**config.mk**
```make
export PLATFORM = sky130hd
export DESIGN_NAME = mem_arbiter
export DESIGN_NICKNAME = d
export VERILOG_FILES = /design/src/rtl/mem_arbiter.sv
export SDC_FILE = /design/constraint.sdc
export NUM_CORES = 1
export LEC_CHECK = 0
export BUFFER_PORTS_ARGS = -buffer_cell sky130_fd_sc_hd__buf_2
export CAP_MARGIN = 20
export CELL_PAD_IN_SITES_DETAIL_PLACEMENT = 0
export CELL_PAD_IN_SITES_GLOBAL_PLACEMENT = 1
export CORE_ASPECT_RATIO = 0.5
export CORE_MARGIN = 2
export CORE_UTILIZATION = 12
export CTS_CLUSTER_SIZE = 40
export DETAILED_ROUTE_END_ITERATION = 7
export GPL_TIMING_DRIVEN = 0
export PLACE_DENSITY = 0.93
export SLEW_MARGIN = 10
export SYNTH_ARGS = -nofsm -noshare
export SYNTH_HDL_FRONTEND = slang
export SYNTH_SLANG_ARGS = --single-unit
```
**constraint.sdc**
```tcl
create_clock -name clk -period 1.5 [get_ports clk]
set_input_delay 0.15 -clock clk [delete_from_list [all_inputs] [get_ports clk]]
set_output_delay 0.15 -clock clk [all_outputs]
set_load 0.1 [all_outputs]
```
**src/rtl/mem_arbiter.sv**
```systemverilog
// mem_arbiter: shares one single-port 2^ADDR_W x 32 word memory between
// instruction fetch (IF, read-only) and the load/store unit (DM).
//
// Request handshake: a requester raises *_req_valid with stable fields; a
// transfer happens in the cycle where *_req_valid and *_req_ready are both
// high. The granted request drives the memory pins in that same cycle. The
// requester may drop valid before it is granted. Responses come exactly one
// cycle after the grant as a one-cycle *_rsp_valid pulse with no
// backpressure.
//
// Optional build macro: MEM_ARB_RR_EN
//   defined   -> round-robin arbitration through a 1-bit priority pointer
//   undefined -> fixed priority, DM beats IF
module mem_arbiter #(
  parameter int ADDR_W = 8
) (
  input  logic              clk,
  input  logic              rst,
  // instruction fetch port
  input  logic              if_req_valid,
  output logic              if_req_ready,
  input  logic [31:0]       if_req_addr,
  output logic              if_rsp_valid,
  output logic [31:0]       if_rsp_rdata,
  output logic              if_rsp_err,
  // load/store port
  input  logic              dm_req_valid,
  output logic              dm_req_ready,
  input  logic              dm_req_we,
  input  logic [31:0]       dm_req_addr,
  input  logic [31:0]       dm_req_wdata,
  input  logic [3:0]        dm_req_mask,
  output logic              dm_rsp_valid,
  output logic [31:0]       dm_rsp_rdata,
  output logic              dm_rsp_err,
  // memory side
  output logic              mem_request,
  output logic              mem_we_re,
  output logic [ADDR_W-1:0] mem_address,
  output logic [31:0]       mem_data_in,
  output logic [3:0]        mem_mask,
  input  logic [31:0]       mem_data_out
);

  typedef enum logic [1:0] {
    IDLE   = 2'd0,
    RSP_IF = 2'd1,
    RSP_DM = 2'd2
  } rsp_state_e;

  // Response-side state in one struct so checkers can bind to a single signal.
  typedef struct packed {
    rsp_state_e state;  // which port answers this cycle
    logic       err;    // registered out-of-range flag of the granted request
    logic       we;     // granted DM request was a store
  } rsp_dbg_t;

  rsp_dbg_t rsp_q, rsp_d;

  logic              if_err_now, dm_err_now;
  logic [ADDR_W-1:0] if_word, dm_word;
  logic              dm_win, if_win;
  logic              gnt_if, gnt_dm;
  logic              unused_addr_bits;

  // Address decode: everything above the word index must be zero.
  assign if_err_now = |if_req_addr[31:ADDR_W+2];
  assign dm_err_now = |dm_req_addr[31:ADDR_W+2];
  assign if_word    = if_req_addr[ADDR_W+1:2];
  assign dm_word    = dm_req_addr[ADDR_W+1:2];
  // Byte offset within a word has no meaning to a word memory.
  assign unused_addr_bits = ^{if_req_addr[1:0], dm_req_addr[1:0]};

`ifdef MEM_ARB_RR_EN
  // 1 = IF is the preferred requester on a tie, 0 = DM is preferred.
  logic prio_if_q, prio_if_d;

  // Round-robin pick: a lone requester always wins; on a tie the pointer decides.
  always_comb begin
    dm_win = dm_req_valid & (~if_req_valid | ~prio_if_q);
    if_win = if_req_valid & ~dm_win;
  end

  // After any transfer the other requester becomes preferred.
  always_comb begin
    prio_if_d = prio_if_q;
    if (gnt_dm) prio_if_d = 1'b1;
    else if (gnt_if) prio_if_d = 1'b0;
  end

  // Priority pointer register, DM preferred out of reset.
  always_ff @(posedge clk) begin
    if (rst) prio_if_q <= 1'b0;
    else     prio_if_q <= prio_if_d;
  end
`else
  // Fixed priority pick: DM always beats IF.
  always_comb begin
    dm_win = dm_req_valid;
    if_win = if_req_valid & ~dm_req_valid;
  end
`endif

  // Grants are independent of the response state; nothing is granted in reset.
  assign gnt_dm       = dm_win & ~rst;
  assign gnt_if       = if_win & ~rst;
  assign dm_req_ready = gnt_dm;
  assign if_req_ready = gnt_if;

  // Drive the memory pins from the granted request in the grant cycle only.
  always_comb begin
    mem_request = 1'b0;
    mem_we_re   = 1'b0;
    mem_address = '0;
    mem_data_in = '0;
    mem_mask    = '0;
    if (gnt_dm) begin
      mem_request = ~dm_err_now;
      mem_we_re   = dm_req_we;
      mem_address = dm_word;
      mem_data_in = dm_req_wdata;
      mem_mask    = dm_req_mask;
    end else if (gnt_if) begin
      mem_request = ~if_err_now;
      mem_address = if_word;
    end
  end

  // Next response state: whoever is granted now answers next cycle.
  always_comb begin
    rsp_d       = rsp_q;
    rsp_d.state = IDLE;
    rsp_d.err   = 1'b0;
    rsp_d.we    = 1'b0;
    if (gnt_dm) begin
      rsp_d.state = RSP_DM;
      rsp_d.err   = dm_err_now;
      rsp_d.we    = dm_req_we;
    end else if (gnt_if) begin
      rsp_d.state = RSP_IF;
      rsp_d.err   = if_err_now;
    end
  end

  // Response state register; reset drops any pending response.
  always_ff @(posedge clk) begin
    if (rst) begin
      rsp_q.state <= IDLE;
      rsp_q.err   <= 1'b0;
      rsp_q.we    <= 1'b0;
    end else begin
      rsp_q <= rsp_d;
    end
  end

  // Response outputs. Read data is taken combinationally from the memory in
  // the response cycle; a read launched this cycle only changes mem_data_out
  // at the next edge. Asserting rst suppresses a response already in flight.
  always_comb begin
    if_rsp_valid = 1'b0;
    if_rsp_err   = 1'b0;
    if_rsp_rdata = '0;
    dm_rsp_valid = 1'b0;
    dm_rsp_err   = 1'b0;
    dm_rsp_rdata = '0;
    if (!rst) begin
      if (rsp_q.state == RSP_IF) begin
        if_rsp_valid = 1'b1;
        if_rsp_err   = rsp_q.err;
        if_rsp_rdata = rsp_q.err ? 32'd0 : mem_data_out;
      end else if (rsp_q.state == RSP_DM) begin
        dm_rsp_valid = 1'b1;
        dm_rsp_err   = rsp_q.err;
        dm_rsp_rdata = (rsp_q.err || rsp_q.we) ? 32'd0 : mem_data_out;
      end
    end
  end

endmodule

```
==> metrics.txt <==
# TYPE chip_impl_metric gauge
chip_impl_metric{name="die_height",unit="um"} 71.2
chip_impl_metric{name="clockPowerShare",unit=""} 0.234
chip_impl_metric{name="clock_sinks",unit=""} 4
chip_impl_info{name="biggestRegsByFlops",value="rsp_q: 4 flops"} 1
chip_impl_metric{name="port_buffers",unit=""} 248
chip_impl_metric{name="clk_transition_reported_paths",unit="ps"} 30
chip_impl_metric{name="synth_seq_area_share",unit=""} 0.0739
chip_impl_metric{name="tightestPinTransition",unit="ps"} 494
chip_impl_metric{name="net-switching-power",unit="uW"} 898
chip_impl_metric{name="ys_ff_latch",unit=""} 4
chip_impl_info{name="hold_path_class",value="in -> reg"} 1
chip_impl_metric{name="finalMaxSlewViolations",unit=""} 0
chip_impl_metric{name="cts_bufs_inserted",unit=""} 3
chip_impl_info{name="setup.worst_path.start_class",value="register"} 1
chip_impl_metric{name="grt_use_total",unit=""} 0.140
chip_impl_metric{name="grt_start_max_net_pins",unit=""} 11
chip_impl_info{name="cts_root_buffer",value="clkbuf_16"} 1
chip_impl_metric{name="timing.hold.worst_path_depth",unit=""} 2
chip_impl_metric{name="final_critical_period",unit="ps"} 1760
chip_impl_info{name="cp-end-kind",value="output port"} 1
chip_impl_metric{name="grt_remaining_overflow",unit=""} 0
chip_impl_metric{name="first_global_vias",unit=""} 2179
chip_impl_metric{name="syn_nets",unit=""} 291
chip_impl_metric{name="post_synth.cell_area_avg",unit="um^2"} 7.04
chip_impl_metric{name="final_util",unit=""} 0.465
chip_impl_metric{name="max_slew_margin",unit=""} 0.673
chip_impl_info{name="violations_in_the_final_reports",value="negative setup slack"} 1
chip_impl_info{name="yosysMostFrequentCell",value="and2_1"} 1
chip_impl_metric{name="power.combinational.fraction",unit=""} 0.698
chip_impl_info{name="registers.top_by_ff_count",value="rsp_q"} 1
chip_impl_metric{name="synth_enable_flop_cells",unit=""} 0
chip_impl_metric{name="portion_of_total_power_attributed_to_sequential_cells",unit=""} 0.068
chip_impl_metric{name="max_clock_freq",unit="MHz"} 568
chip_impl_metric{name="yosysWarnings",unit=""} 0
chip_impl_metric{name="cts-htree-levels",unit=""} 1
chip_impl_metric{name="boundaryPins",unit=""} 253
chip_impl_metric{name="drt-vias-per-instance",unit=""} 4.02
chip_impl_metric{name="power_density",unit="nW/um^2"} 435
chip_impl_metric{name="synthesis.instances",unit=""} 154
chip_impl_metric{name="n_diodes",unit=""} 0
chip_impl_metric{name="initial_utilization",unit=""} 0.124
chip_impl_metric{name="synth_cell_type_count",unit=""} 17
chip_impl_metric{name="detail_route.iter0.violations",unit=""} 60
chip_impl_metric{name="gpl.final_weighted_congestion",unit=""} 0.792
chip_impl_metric{name="routed-via-count",unit=""} 2125
chip_impl_metric{name="cts_hold_repair.buffers",unit=""} 0
chip_impl_metric{name="detailedRoute.firstPassIterationCount",unit=""} 4
chip_impl_metric{name="largest_register_ff_count",unit=""} 4
chip_impl_metric{name="area_delta_synth_final",unit="%"} 275
chip_impl_metric{name="timing.final.hold_violations",unit=""} 0
chip_impl_info{name="synth.cells.most_frequent",value="and2_1, a22o_1, nor4_1, clkbuf_1, clkbuf_2"} 1
chip_impl_metric{name="grt_first_pass_wirelength",unit="um"} 11200
chip_impl_metric{name="totalNegativeSetupSlack",unit="ps"} -15890
chip_impl_metric{name="fp-row-count",unit=""} 24
chip_impl_metric{name="min_period_over_period",unit=""} 1.17
chip_impl_metric{name="die_x",unit="um"} 138
chip_impl_metric{name="final-setup-viol-count",unit=""} 80
chip_impl_metric{name="critical_path_arrival",unit="ps"} 1610
chip_impl_metric{name="dieArea",unit="um^2"} 9850
chip_impl_metric{name="ctsLongestPathBuffers",unit=""} 2
chip_impl_metric{name="async_flop_share",unit=""} 0
chip_impl_metric{name="wire_per_inst",unit="um"} 14.4
chip_impl_info{name="outcome",value="finished with violations"} 1
chip_impl_metric{name="drc_errors",unit=""} 0
chip_impl_info{name="cts_tree",value="built"} 1
chip_impl_metric{name="fp.coreArea",unit="um^2"} 8740
chip_impl_info{name="synth-main-ff-cell",value="dfxtp_1"} 1
chip_impl_info{name="synth_area_leader_cell",value="and2_1"} 1
chip_impl_metric{name="yosys_top_cell_area_share",unit=""} 0.600
chip_impl_metric{name="drv_cap",unit=""} 0
chip_impl_metric{name="hpwlAfterDp",unit="um"} 5470
chip_impl_metric{name="final_layout_size_suffix_gt1_frac",unit=""} 0.915
chip_impl_info{name="synthTopCellsByArea",value="and2_1, dfxtp_1, a22o_1"} 1
chip_impl_metric{name="routed_wl",unit="um"} 7620
chip_impl_metric{name="cellInternalPower",unit="uW"} 872
chip_impl_metric{name="antenna_found_initial",unit=""} 0
chip_impl_metric{name="leakagePower",unit="nW"} 2.04
chip_impl_info{name="crit_type",value="reg -> out"} 1
chip_impl_metric{name="finalWorstSetupSlack",unit="ps"} -260
chip_impl_metric{name="vdd.ir_drop.worst",unit="mV"} 0.242
chip_impl_info{name="rsz_0062_raised_after_global_routing",value="true"} 1
chip_impl_metric{name="synth.cell_area",unit="um^2"} 1080
chip_impl_metric{name="worstPathMaxFanout",unit=""} 10
chip_impl_metric{name="worst-endpoint-required",unit="ps"} 1350
chip_impl_metric{name="n_fill_cell",unit=""} 799
chip_impl_metric{name="drt.antenna.violating_nets",unit=""} 0
chip_impl_metric{name="netSwitchingFraction",unit=""} 0.507
chip_impl_metric{name="num-nets-final",unit=""} 551
[worst paths after layout]
check | endpoint | startpoint | slack, ps
max | dm_rsp_rdata[3] | rsp_q[3]$_SDFF_PP0_ | -260
min | rsp_q[2]$_SDFF_PP0_ | dm_req_valid | 130
[through the flow]
| step | setup WS [ps] | hold WS [ps] | instances | total power, mW | area [um^2] |
|---|---|---|---|---|---|
| final | -260 | 126 | 529 | 1.77 | 4070 |
| after global placement | -565 | 347 | 519 | 1.17 | 2790 |
| after CTS | -248 | 126 | 529 | 1.75 | 3980 |
| after floorplan | -778 | 214 | 154 | 0.899 | 1410 |
| after detailed placement | -589 | 348 | 519 | 1.18 | 2790 |
| after global routing | -334 | 131 | 529 | 1.83 | 4070 |
[layer usage]
| layer | routed length, um | share of wire | global-route usage | up-vias |
|---|---|---|---|---|
| met2 | 4430 | 0.58 | 0.294 | 103 |
| li1 | - | - | - | 1023 |
| met5 | 0 | 0 | 0 | - |
| met3 | 413 | 0.054 | 0.0149 | 10 |
| met1 | 2640 | 0.35 | 0.152 | 989 |
| met4 | 133 | 0.017 | 0.0295 | 0 |
[layout make-up]
type | count | area (um^2) | share of cell area
Buffer | 12 | 143 | 0.0351
Clock buffer | 3 | 75.1 | 0.0185
Inverter | 2 | 7.51 | 0.00185
Multi-Input combinational cell | 136 | 1250 | 0.307
Sequential cell | 4 | 82.6 | 0.0203
Tap cell | 117 | 146 | 0.0360
Timing Repair Buffer | 255 | 2360 | 0.582
[critical path: stages (launching register included)]
cell	delay, ps
dfxtp_2	340
nor3b_4	190
nor3b_4	220
buf_6	160
clkbuf_16	160
and2_4	150
buf_12	170
[placed cells by master, fill, tap and decap left out, types with 4 or more instances in the layout]
cell type,netlist,routed
buf_2,2,126
nor4_1,8,4
a22o_4,0,6
and2_2,0,15
buf_6,0,19
buf_12,0,54
and2_1,104,20
nor4_4,2,4
clkbuf_8,0,7
and2_4,0,69
buf_4,0,53
clkbuf_16,0,5
[power groups by stage]
| stage | clock (mW) | combinational (mW) | sequential (mW) |
|---|---|---|---|
| final | 0.415 | 1.24 | 0.120 |
| after global routing | 0.430 | 1.28 | 0.121 |
| after CTS | 0.422 | 1.21 | 0.120 |
| after detailed placement | 0 | 1.06 | 0.121 |
| after global placement | 0 | 1.05 | 0.121 |
| after floorplan | 0 | 0.779 | 0.120 |
[repair_timing]
action	CTS	global route
gates cloned	3	0
buffers inserted	4	0
endpoints found under the setup margin	113	112
pin swaps	1	6
gates resized for setup	298	16
[cell families after synthesis]
kind of cell / Yosys count / share of synthesized area
AND/OR/NAND/NOR: 126 / 0.791
buffers and inverters: 14 / 0.0566
AO/OA/AOI/OAI: 10 / 0.0785
flip-flops: 4 / 0.0739
Note: power is estimated with default switching activity, not from simulation.
